## src/rtl/life_pkg.sv

```systemverilog
// Shared types and the Conway survival/birth rule for the life step scheduler.
package life_pkg;

   typedef enum logic [1:0] {IDLE, SCAN, COMMIT} state_e;

   localparam int GEN_W = 16;

   function automatic logic next_alive(input logic alive, input logic [3:0] cnt);
      return (cnt == 4'd3) | (alive & (cnt == 4'd2));
   endfunction

endpackage

```

## src/rtl/popcount_arith.sv

```systemverilog
// Arithmetic population count of the 8 neighbour bits of one cell.
module popcount_arith (
   input  logic [7:0] bits_i,
   output logic [3:0] count_o
);

   always_comb begin
      count_o = '0;
      for (int i = 0; i < 8; i++) begin
         count_o = count_o + {3'b000, bits_i[i]};
      end
   end

endmodule

```

## src/rtl/life_step_scheduler.sv

```systemverilog
// Advances a Conway board one cell per clock through a shared popcount unit,
// then commits the next board in a single cycle.
module life_step_scheduler
   import life_pkg::*;
#(
   parameter int WIDTH  = 8,
   parameter int HEIGHT = 8,
   parameter int WRAP   = 0
) (
   input  logic                      CLK,
   input  logic                      RST,
   input  logic                      START,
   input  logic [7:0]                GENS,
   input  logic                      STOP,
   input  logic                      LOAD_EN,
   input  logic [$clog2(HEIGHT)-1:0] LOAD_ROW,
   input  logic [WIDTH-1:0]          LOAD_DATA,
   input  logic [$clog2(HEIGHT)-1:0] RD_ROW,
   output logic [WIDTH-1:0]          RD_DATA,
   output logic                      BUSY,
   output logic                      DONE,
   output logic [GEN_W-1:0]          GEN_COUNT
);

   localparam int RW = $clog2(HEIGHT);
   localparam int CW = $clog2(WIDTH);

   state_e             state_q;
   logic [RW-1:0]      row_q;
   logic [CW-1:0]      col_q;
   logic [7:0]         rem_q;
   logic               stop_q;
   logic               busy_q;
   logic               done_q;
   logic [GEN_W-1:0]   gen_q;
   logic [WIDTH-1:0]   cur_q [HEIGHT];
   logic [WIDTH-1:0]   nxt_q [HEIGHT];

   logic [8:0]         win;
   logic [7:0]         nbrs;
   logic [3:0]         cnt;
   int                 rr;
   int                 cc;

   // 3x3 window around the scan cell; centre excluded, off-board reads dead unless wrapping
   always_comb begin
      win = '0;
      rr  = 0;
      cc  = 0;
      for (int dr = 0; dr < 3; dr++) begin
         for (int dc = 0; dc < 3; dc++) begin
            rr = int'(row_q) + dr - 1;
            cc = int'(col_q) + dc - 1;
            if (WRAP != 0) begin
               rr = (rr + HEIGHT) % HEIGHT;
               cc = (cc + WIDTH) % WIDTH;
            end
            if (rr >= 0 && rr < HEIGHT && cc >= 0 && cc < WIDTH) begin
               win[4'(dr * 3 + dc)] = cur_q[RW'(rr)][CW'(cc)];
            end
         end
      end
      win[4] = 1'b0;
   end

   assign nbrs = {win[8:5], win[3:0]};

   popcount_arith u_popcount (
      .bits_i  (nbrs),
      .count_o (cnt)
   );

   always_ff @(posedge CLK or posedge RST) begin
      if (RST) begin
         state_q <= IDLE;
         row_q   <= '0;
         col_q   <= '0;
         rem_q   <= '0;
         stop_q  <= 1'b0;
         busy_q  <= 1'b0;
         done_q  <= 1'b0;
         gen_q   <= '0;
         for (int r = 0; r < HEIGHT; r++) begin
            cur_q[r] <= '0;
            nxt_q[r] <= '0;
         end
      end else begin
         done_q <= 1'b0;
         case (state_q)
            IDLE: begin
               if (LOAD_EN && (int'(LOAD_ROW) < HEIGHT)) begin
                  cur_q[LOAD_ROW] <= LOAD_DATA;
               end
               if (START) begin
                  state_q <= SCAN;
                  row_q   <= '0;
                  col_q   <= '0;
                  rem_q   <= (GENS == 8'd0) ? 8'd1 : GENS;
                  stop_q  <= 1'b0;
                  busy_q  <= 1'b1;
               end
            end
            SCAN: begin
               nxt_q[row_q][col_q] <= next_alive(cur_q[row_q][col_q], cnt);
               if (STOP) begin
                  stop_q <= 1'b1;
               end
               if (col_q == CW'(WIDTH - 1)) begin
                  col_q <= '0;
                  if (row_q == RW'(HEIGHT - 1)) begin
                     row_q   <= '0;
                     state_q <= COMMIT;
                  end else begin
                     row_q <= row_q + 1'b1;
                  end
               end else begin
                  col_q <= col_q + 1'b1;
               end
            end
            COMMIT: begin
               for (int r = 0; r < HEIGHT; r++) begin
                  cur_q[r] <= nxt_q[r];
               end
               gen_q <= gen_q + 1'b1;
               rem_q <= rem_q - 1'b1;
               // a STOP arriving in the commit cycle itself still ends this run
               if (rem_q == 8'd1 || stop_q || STOP) begin
                  state_q <= IDLE;
                  busy_q  <= 1'b0;
                  done_q  <= 1'b1;
                  stop_q  <= 1'b0;
               end else begin
                  state_q <= SCAN;
               end
            end
            default: state_q <= IDLE;
         endcase
      end
   end

   assign RD_DATA   = (int'(RD_ROW) < HEIGHT) ? cur_q[RD_ROW] : '0;
   assign BUSY      = busy_q;
   assign DONE      = done_q;
   assign GEN_COUNT = gen_q;

endmodule

```

## config.mk

```make
export PLATFORM = sky130hd
export DESIGN_NAME = life_step_scheduler
export DESIGN_NICKNAME = d
export VERILOG_FILES = /design/src/rtl/life_pkg.sv /design/src/rtl/popcount_arith.sv /design/src/rtl/life_step_scheduler.sv
export SDC_FILE = /design/constraint.sdc
export NUM_CORES = 1
export LEC_CHECK = 0
export CORE_UTILIZATION = 30
export DETAILED_ROUTE_END_ITERATION = 10
export PLACE_DENSITY = 0.52
export SYNTH_ARGS = -nofsm -noshare
export SYNTH_HDL_FRONTEND = slang
export SYNTH_SLANG_ARGS = --single-unit
```

## constraint.sdc

```tcl
create_clock -name CLK -period 10.07 [get_ports CLK]
set_input_delay 1.007 -clock CLK [delete_from_list [all_inputs] [get_ports CLK]]
set_output_delay 1.007 -clock CLK [all_outputs]
set_load 0.01 [all_outputs]
```

==> impl_metrics.tcl, run 1 <==
set metrics [dict create \
    synth_most_common_cell "nand2_1" \
    die_area_um2 34300 \
    register_area_um2 4080 \
    yosysTopAreaCell "dfrtp_1" \
    path_cells "buf_4, inv_2, ha_1, buf_4, mux4_2, mux2i_1, mux2i_1, a311oi_1, nand2_1, ha_1, inv_1, fa_1, inv_1, fa_1, ha_1, o21bai_1, or4_4, o211ai_4, buf_4, o21ai_0" \
    synth_cells 1020 \
    seq_area_frac_synth 0.405 \
    ys_seq_elements 163 \
    drv_slew 0 \
    first_global_vias 7982 \
    clock_path_buffers 2 \
    num-nets-final 1088 \
    cts.repair.resized 0 \
    required_ns 10.34 \
    grt_start_max_net_pins 65 \
    p_per_area_nw_per_um2 117 \
    synth.area.top_cells "dfrtp_1 (41%), mux4_2 (12%), nand2_1 (9.6%), mux2i_1 (8.0%), o21ai_0 (3.7%)" \
    clock_latency_ns 0.43 \
    clock_skew_ns 0.00727 \
    area_delta_synth_final_pct 15.0 \
    dr.first_iter.drc_count 699 \
    crit_arrival_ns 7.36 \
    syn_area_per_cell_um2 9.86 \
    fin_hold_ws_ns 0.480 \
    num_rows 66 \
    grt_usage 0.190 \
    synth_commonest_cells "nand2_1 (258), dfrtp_1 (163), mux2i_1 (80), o21ai_0 (75), mux4_2 (52)" \
    clkSinkCount 163 \
    wl_per_cell_um 20.6 \
    cts_hold_buf 0 \
    synth_area_um2 10100 \
    final.period_utilization 0.704 \
    antenna_found_initial 0 \
    rsz0062_at_grt "no" \
    cts_buffers 17 \
    async_flop_share 1.00 \
    grt_first_pass_wirelength_mm 48.8 \
    cap_violations 0 \
    slew_headroom 0.106 \
    critPathKind "register to register" \
    setup_tns_ns 0 \
    via_per_inst 5.32 \
    cellLeakagePower_nw 4.90 \
    antenna_cells 0 \
    dieHeight_um 185 \
    max_stage_delay_ns 0.68 \
    drive_above_1_share 0.161 \
    cts_max_level 4 \
    post_cts_buffers 0 \
    ant_nets 0 \
    synth_cell_types 59 \
    hold_class "register to register" \
    crit_path_end_kind "register" \
    drc 0 \
    tritoncts "done" \
    vdd_ir_drop_max_v 0.0000828 \
    start_util 0.307 \
    whs_path_depth 2 \
    final-setup-viol-count 0 \
    core-area_um2 32800 \
    dominantRegCellSynth "dfrtp_1" \
    reg2reg_depth 20 \
    place_hpwl_mm 22.0 \
    dieWidth_um 185 \
    path_max_fanout 64 \
    instances_no_fill 1499 \
    synth_top_area_frac 0.405 \
    synth_edf_count 0 \
    cts-root-buf "clkbuf_16" \
    overflow 0 \
    syn_nets 1063 \
    worst_pin_slew_ns 1.33 \
    status "finished clean" \
    ys_warn_count 0 \
    ios 53 \
    multi_input_area_um2 5620 \
    fillers 3338 \
    hold_violations 0 \
    vias 7970 \
    routed_wl_mm 30.8 \
    dr.pass1.iters 5 \
    fin_crit_ns 7.09 \
    dp.cells 1468 \
    io_buffers 52 \
    crit_path_start_kind "register" \
    max_clock_freq_mhz 141 \
    crit_path_top_delay_cell "buf_4" \
    path_clk_slew_ns 0.06 \
    place.gp.congestion 0.934 \
]
placed cells by master (no fill, tap or decap), types with 22 or more instances in the layout:
cell / synthesis / routed
o21ai_2: 30 / 30
mux2i_1: 80 / 80
clkdlybuf4s50_1: 0 / 52
mux4_2: 52 / 52
nand2_1: 258 / 258
buf_4: 0 / 22
a22oi_1: 32 / 32
mux2_2: 22 / 22
o21ai_0: 75 / 75
nor2_1: 35 / 35
dfrtp_1: 163 / 162
path summary, 6_finish.rpt:
kind | slack (ns) | startpoint | to
setup reg to reg | 2.98 | row_q[0]$_DFFE_PP0P_ | nxt_q[63]$_DFFE_PP0P_
hold reg to reg | 0.48 | nxt_q[55]$_DFFE_PP0P_ | nxt_q[55]$_DFFE_PP0P_
max in group asynchronous | 7.21 | RST | cur_q[61]$_DFFE_PP0P_
hold / removal | 0.48 | nxt_q[55]$_DFFE_PP0P_ | nxt_q[55]$_DFFE_PP0P_
min in group asynchronous | 1.00 | RST | GEN_COUNT[10]$_DFFE_PP0P_
setup / recovery | 2.98 | row_q[0]$_DFFE_PP0P_ | nxt_q[63]$_DFFE_PP0P_
worst max-delay path: cells and delay by family (launching register included):
kind | cells | cell delay (ns)
adders and majority gates | 5 | 2.20
and+or+nand+nor | 2 | 0.54
AOI/OAI and AO/OA | 4 | 0.81
muxes | 3 | 0.93
buffers and inverters | 6 | 1.97
DFF | 1 | 0.34
flip-flops by register name (all words and copies together) (netlist names):
name and flops:
BUSY 1, DONE 1, GEN_COUNT 16, col_q 3, cur_q 64, nxt_q 64
rem_q 8, row_q 3, state_q 2, stop_q 1
report_power, final:
part           switching [mW]  leakage [nW]  total (mW)  internal (mW)
sequential            0.00629          2.03       0.668          0.662
clock                   0.268         0.261       0.626          0.358
combinational          0.0359          2.61      0.0619         0.0260
total                   0.311          4.90        1.36           1.05
final cells by class:
| class | instances | area share |
|---|---|---|
| Clock buffer | 23 | 0.0413 |
| Clock inverter | 8 | 0.00681 |
| Inverter | 19 | 0.00660 |
| Multi-Input combinational cell | 770 | 0.486 |
| Sequential cell | 163 | 0.353 |
| Tap cell | 442 | 0.0478 |
| Timing Repair Buffer | 74 | 0.0593 |
routing by layer:
layer	global-route usage	wire (µm)	part of all wire
met1	0.266	14200	0.46
met2	0.299	14400	0.47
met3	0.0293	1600	0.052
met4	0.0598	656	0.021
met5	0	0	0
cell families (layout without fill, tap and decap cells):
family / Yosys count / after routing / synth area share
fa+ha+maj: 16 / 16 / 0.0221
mux: 154 / 154 / 0.221
flops: 163 / 163 / 0.405
buf+inv: 87 / 124 / 0.0386
compound gates: 212 / 212 / 0.142
xor+xnor: 17 / 17 / 0.0148
simple gates: 371 / 371 / 0.157
metrics by stage:
step                       util  power, mW  worst slack [ns]  instance area [µm²]
after CTS                 0.353       1.37              2.95                11600
after detailed placement  0.336      0.743              2.98                11000
after floorplan               -      0.712              3.52                10100
after global routing      0.353       1.40              2.45                11600
final                     0.353       1.36              2.98                11600
after global placement    0.336      0.742              3.10                11000
Power figures use the tool's default switching activity.
==> inputs of run 2 (changes only) <==
Settings changed: PLACE_DENSITY 0.52 to 0.53.
Clock period 10.07 ns to 6.4 ns, I/O delays scaled along.
==> run 2 against run 1 <==
Against the previous run:
- first-iteration DRC count decreased by 1.3%
- non-clock buffer count up 3
- sequential share of layout area decreased by 0.28 points
- global-route usage up 0.061 points
- combinational power up 57%
==> impl_metrics.tcl, run 2 (synthesis gave the netlist of run 1 again) <==
set metrics [dict create \
    r2r_slack_ns 0.69 \
    cts-root-buf "clkbuf_16" \
    core-area_um2 32800 \
    ant_nets 0 \
    ios 53 \
    first_global_vias 7929 \
    fin_hold_ws_ns 0.474 \
    dp.cells 1471 \
    start_util 0.307 \
    area_delta_synth_final_pct 15.9 \
    final.period_utilization 0.892 \
    antenna_cells 0 \
    overflow 0 \
    grt_usage 0.190 \
    via_per_inst 5.43 \
    reg2reg_depth 19 \
    crit_arrival_ns 6.00 \
    fin_crit_ns 5.71 \
    pre_cts_slack_ns 0.738 \
    clock_latency_ns 0.44 \
    tritoncts "done" \
    crit_path_end_kind "register" \
    slew_headroom 0.0766 \
    dr.first_iter.drc_count 690 \
    path_max_fanout 64 \
    wl_per_cell_um 20.9 \
    dieHeight_um 185 \
    clkSinkCount 163 \
    whs_path_depth 1 \
    final-setup-viol-count 0 \
    place_area_um2 11000 \
    fin_util 0.356 \
    cts.repair.resized 0 \
    place_hpwl_mm 21.9 \
    num-nets-final 1091 \
    vias 8150 \
    dr.pass1.iters 6 \
    p_seq_frac 0.470 \
    path_clk_slew_ns 0.06 \
    rsz0062_at_grt "no" \
    crit_path_start_kind "register" \
    die_area_um2 34300 \
    io_buffers 52 \
    routed_wl_mm 31.4 \
    vdd_ir_drop_max_v 0.000167 \
    drv_slew 0 \
    clock_skew_ns 0.00892 \
    drive_above_1_share 0.164 \
    setup_tns_ns 0 \
    hold_class "register to register" \
    critPathKind "register to register" \
    dieWidth_um 185 \
    status "finished clean" \
    grt_start_max_net_pins 66 \
    drc 0 \
    p_clk_frac 0.487 \
    internal_power_mw 1.73 \
    num_rows 66 \
    post_cts_buffers 0 \
    power_mw 2.24 \
    fillers 3316 \
    clock_path_buffers 2 \
    post-route-cell-area_um2 11700 \
    cts_hold_buf 0 \
    cellLeakagePower_nw 4.95 \
    cap_violations 0 \
    most-common-layout-cells "nand2_1 (258), dfrtp_1 (162), mux2i_1 (80)" \
    layout_commonest_cell "nand2_1" \
    p_per_area_nw_per_um2 192 \
    p_sw_frac 0.224 \
    required_ns 6.70 \
    power.switching_mw 0.502 \
    combPwrFrac 0.043 \
    cts_max_level 4 \
    hold_violations 0 \
    worst_pin_slew_ns 1.37 \
    grt_first_pass_wirelength_mm 48.9 \
    antenna_found_initial 0 \
    max_clock_freq_mhz 175 \
    cts_buffers 17 \
    place.gp.congestion 0.907 \
    fin_ws_ns 0.694 \
    instances_no_fill 1502 \
]
run 2: changes by cell type in the layout (fill, tap and decap cells not counted), sizes merged:
| cell | change |
|---|---|
| buf | +3 |
| bufinv | +3 |
| clkbuf | -4 |
| clkinv | -1 |
| inv | +2 |
run 2: worst max-delay path, stage by stage, from the launching register on:
cell and delay [ns]:
dfrtp_1 0.38, inv_1 0.15, ha_1 0.41, inv_2 0.27, mux4_2 0.56, mux2i_1 0.26
o22ai_1 0.12, a311oi_1 0.26, nand2_1 0.09, ha_1 0.29, inv_1 0.05, fa_1 0.53
inv_1 0.05, fa_1 0.43, ha_1 0.30, o21bai_1 0.16, or4_4 0.46, o211ai_4 0.22
buf_12 0.33, o21ai_0 0.17
run 2: power by group through the flow:
stage | clock network [mW] | logic, mW | registers, mW
finish | 1.09 | 0.0969 | 1.05
detailed placement | 0 | 0.0988 | 1.07
global route | 1.15 | 0.106 | 1.05
global placement | 0 | 0.0985 | 1.07
CTS | 1.11 | 0.0991 | 1.05
floorplan | 0 | 0.0541 | 1.07
run 2: per-layer routing:
metal  up-vias  global-route usage  wire (µm)
li1       3732                   -          -
met3        48              0.0322       1710
met5         -                   0          0
met2       278               0.300      14700
met4         0              0.0714        905
met1      4092               0.261      14000
run 2: area by class of cell:
cell class                 instances  area (µm²)  share of cell area
multi-input combinational        770        5620               0.482
timing repair buffer              77         721              0.0618
tap                              442         553              0.0474
inverter                          19        76.3             0.00655
sequential                       163        4080               0.350
clock inverter                    12         180              0.0155
clock buffer                      19         433              0.0371
run 2: final timing paths:
check / from / endpoint
max in group asynchronous: RST / row_q[0]$_DFFE_PP0P_
worst max register to register: row_q[1]$_DFFE_PP0P_ / nxt_q[18]$_DFFE_PP0P_
min in group asynchronous: RST / nxt_q[36]$_DFFE_PP0P_
worst min register to register: GEN_COUNT[15]$_DFFE_PP0P_ / GEN_COUNT[15]$_DFFE_PP0P_
worst max-delay path: row_q[1]$_DFFE_PP0P_ / nxt_q[18]$_DFFE_PP0P_
worst min-delay path: GEN_COUNT[15]$_DFFE_PP0P_ / GEN_COUNT[15]$_DFFE_PP0P_
==> inputs of run 3 (changes only) <==
--- a/config.mk
+++ b/config.mk
@@ -7,5 +7,6 @@
 export LEC_CHECK = 0
+export CAP_MARGIN = 25
 export CORE_UTILIZATION = 30
 export DETAILED_ROUTE_END_ITERATION = 10
-export PLACE_DENSITY = 0.53
+export PLACE_DENSITY_LB_ADDON = 0.25
 export SYNTH_ARGS = -nofsm -noshare
==> constraint.sdc (replaced) <==
create_clock -name CLK -period 6.4 [get_ports CLK]
set_input_delay 1.28 -clock CLK [delete_from_list [all_inputs] [get_ports CLK]]
set_output_delay 1.28 -clock CLK [all_outputs]
set_load 0.01 [all_outputs]
==> run 3 against run 2 <==
Against the previous run:
- non-clock buffer count grew 6
- first-iteration DRC count shrank 18%
- routed wire length shrank 1.3%
- largest cell class unchanged
- die area is the same
- design area is essentially flat
==> impl_metrics.tcl, run 3 (synthesis gave the netlist of run 1 again) <==
set metrics [dict create \
    hold_violations 0 \
    path_clk_slew_ns 0.07 \
    dr.first_iter.drc_count 565 \
    most-common-layout-cells "nand2_1 (258), dfrtp_1 (162), mux2i_1 (80)" \
    die_area_um2 34300 \
    pre_cts_slack_ns 0.645 \
    wl_per_cell_um 20.5 \
    cts-root-buf "clkbuf_16" \
    dieWidth_um 185 \
    critPathKind "register to register" \
    grt_first_pass_wirelength_mm 48.5 \
    fin_hold_ws_ns 0.480 \
    crit_path_start_kind "register" \
    place.gp.congestion 0.933 \
    crit_arrival_ns 6.08 \
    core-area_um2 32800 \
    antenna_found_initial 0 \
    worst_pin_slew_ns 0.955 \
    cap_violations 0 \
    p_per_area_nw_per_um2 181 \
    drv_slew 0 \
    ant_nets 0 \
    clock_latency_ns 0.44 \
    fin_ws_ns 0.622 \
    num-nets-final 1097 \
    dieHeight_um 185 \
    instances_no_fill 1509 \
    vdd_ir_drop_max_v 0.000162 \
    cellLeakagePower_nw 4.96 \
    drc 0 \
    dp.cells 1476 \
    place_hpwl_mm 22.2 \
    routed_wl_mm 31.0 \
    post_cts_buffers 0 \
    power_mw 2.11 \
    cts_buffers 17 \
    area_delta_synth_final_pct 15.9 \
    via_per_inst 5.35 \
    hold_class "register to register" \
    place_area_um2 11100 \
    fillers 3303 \
    tritoncts "done" \
    max_clock_freq_mhz 173 \
    clock_skew_ns 0.0121 \
    num_rows 66 \
    clock_path_buffers 2 \
    final-setup-viol-count 0 \
    vias 8075 \
    post-route-cell-area_um2 11700 \
    grt_usage 0.190 \
    dr.pass1.iters 5 \
    fin_util 0.356 \
    antenna_cells 0 \
    rsz0062_at_grt "no" \
    io_buffers 52 \
    cts.repair.resized 0 \
    status "finished clean" \
    final.period_utilization 0.903 \
    fin_crit_ns 5.78 \
    first_global_vias 7979 \
    setup_tns_ns 0 \
    required_ns 6.70 \
    cts_max_level 4 \
    drive_above_1_share 0.172 \
    overflow 0 \
    slew_headroom 0.361 \
    start_util 0.307 \
    cts_hold_buf 0 \
    clkSinkCount 163 \
    ios 53 \
    crit_path_end_kind "register" \
    path_max_fanout 14 \
    grt_start_max_net_pins 101 \
    layout_commonest_cell "nand2_1" \
]
-- run 3: power breakdown --
group / switching [mW] / internal [mW] / leakage, nW
Sequential: 0.00935 / 1.04 / 2.03
Combinational: 0.0567 / 0.0427 / 2.67
Clock: 0.432 / 0.528 / 0.266
-- run 3: layer usage --
metal | share of wire | track usage
met5 | 0 | 0
met1 | 0.46 | 0.260
met2 | 0.46 | 0.295
met3 | 0.059 | 0.0385
met4 | 0.028 | 0.0717
-- run 3: critical path: stages (launching register included) --
cell      delay (ns)
dfrtp_1         0.38
inv_1           0.15
ha_1            0.18
xor2_1          0.34
buf_4           0.29
mux4_2          0.32
mux2i_1         0.30
o22ai_1         0.12
a311oi_1        0.27
nand2_1         0.09
ha_1            0.28
inv_1           0.05
fa_1            0.52
inv_1           0.05
fa_1            0.44
ha_1            0.29
o21bai_1        0.15
or4_4           0.44
o211ai_4        0.51
buf_4           0.34
o21ai_0         0.12
-- run 3: final cells by class --
type,count,area (µm²),share of cell area
inverters,19,76.3,0.00654
multi-input cells,770,5620,0.482
repair buffers,83,783,0.0672
clock inverters,11,77.6,0.00665
well taps,442,553,0.0474
clock buffers,21,470,0.0403
flip-flops and latches,163,4080,0.350
-- run 3: final timing paths --
check | startpoint | to | slack (ns) | cells after the start
max | row_q[1]$_DFFE_PP0P_ | nxt_q[63]$_DFFE_PP0P_ | 0.62 | 20
min | nxt_q[41]$_DFFE_PP0P_ | nxt_q[41]$_DFFE_PP0P_ | 0.48 | 2
max reg2reg | row_q[1]$_DFFE_PP0P_ | nxt_q[63]$_DFFE_PP0P_ | 0.62 | 20
min reg2reg | nxt_q[41]$_DFFE_PP0P_ | nxt_q[41]$_DFFE_PP0P_ | 0.48 | 2
max in group asynchronous | RST | cur_q[38]$_DFFE_PP0P_ | 4.14 | 4
min in group asynchronous | RST | nxt_q[42]$_DFFE_PP0P_ | 1.35 | 3
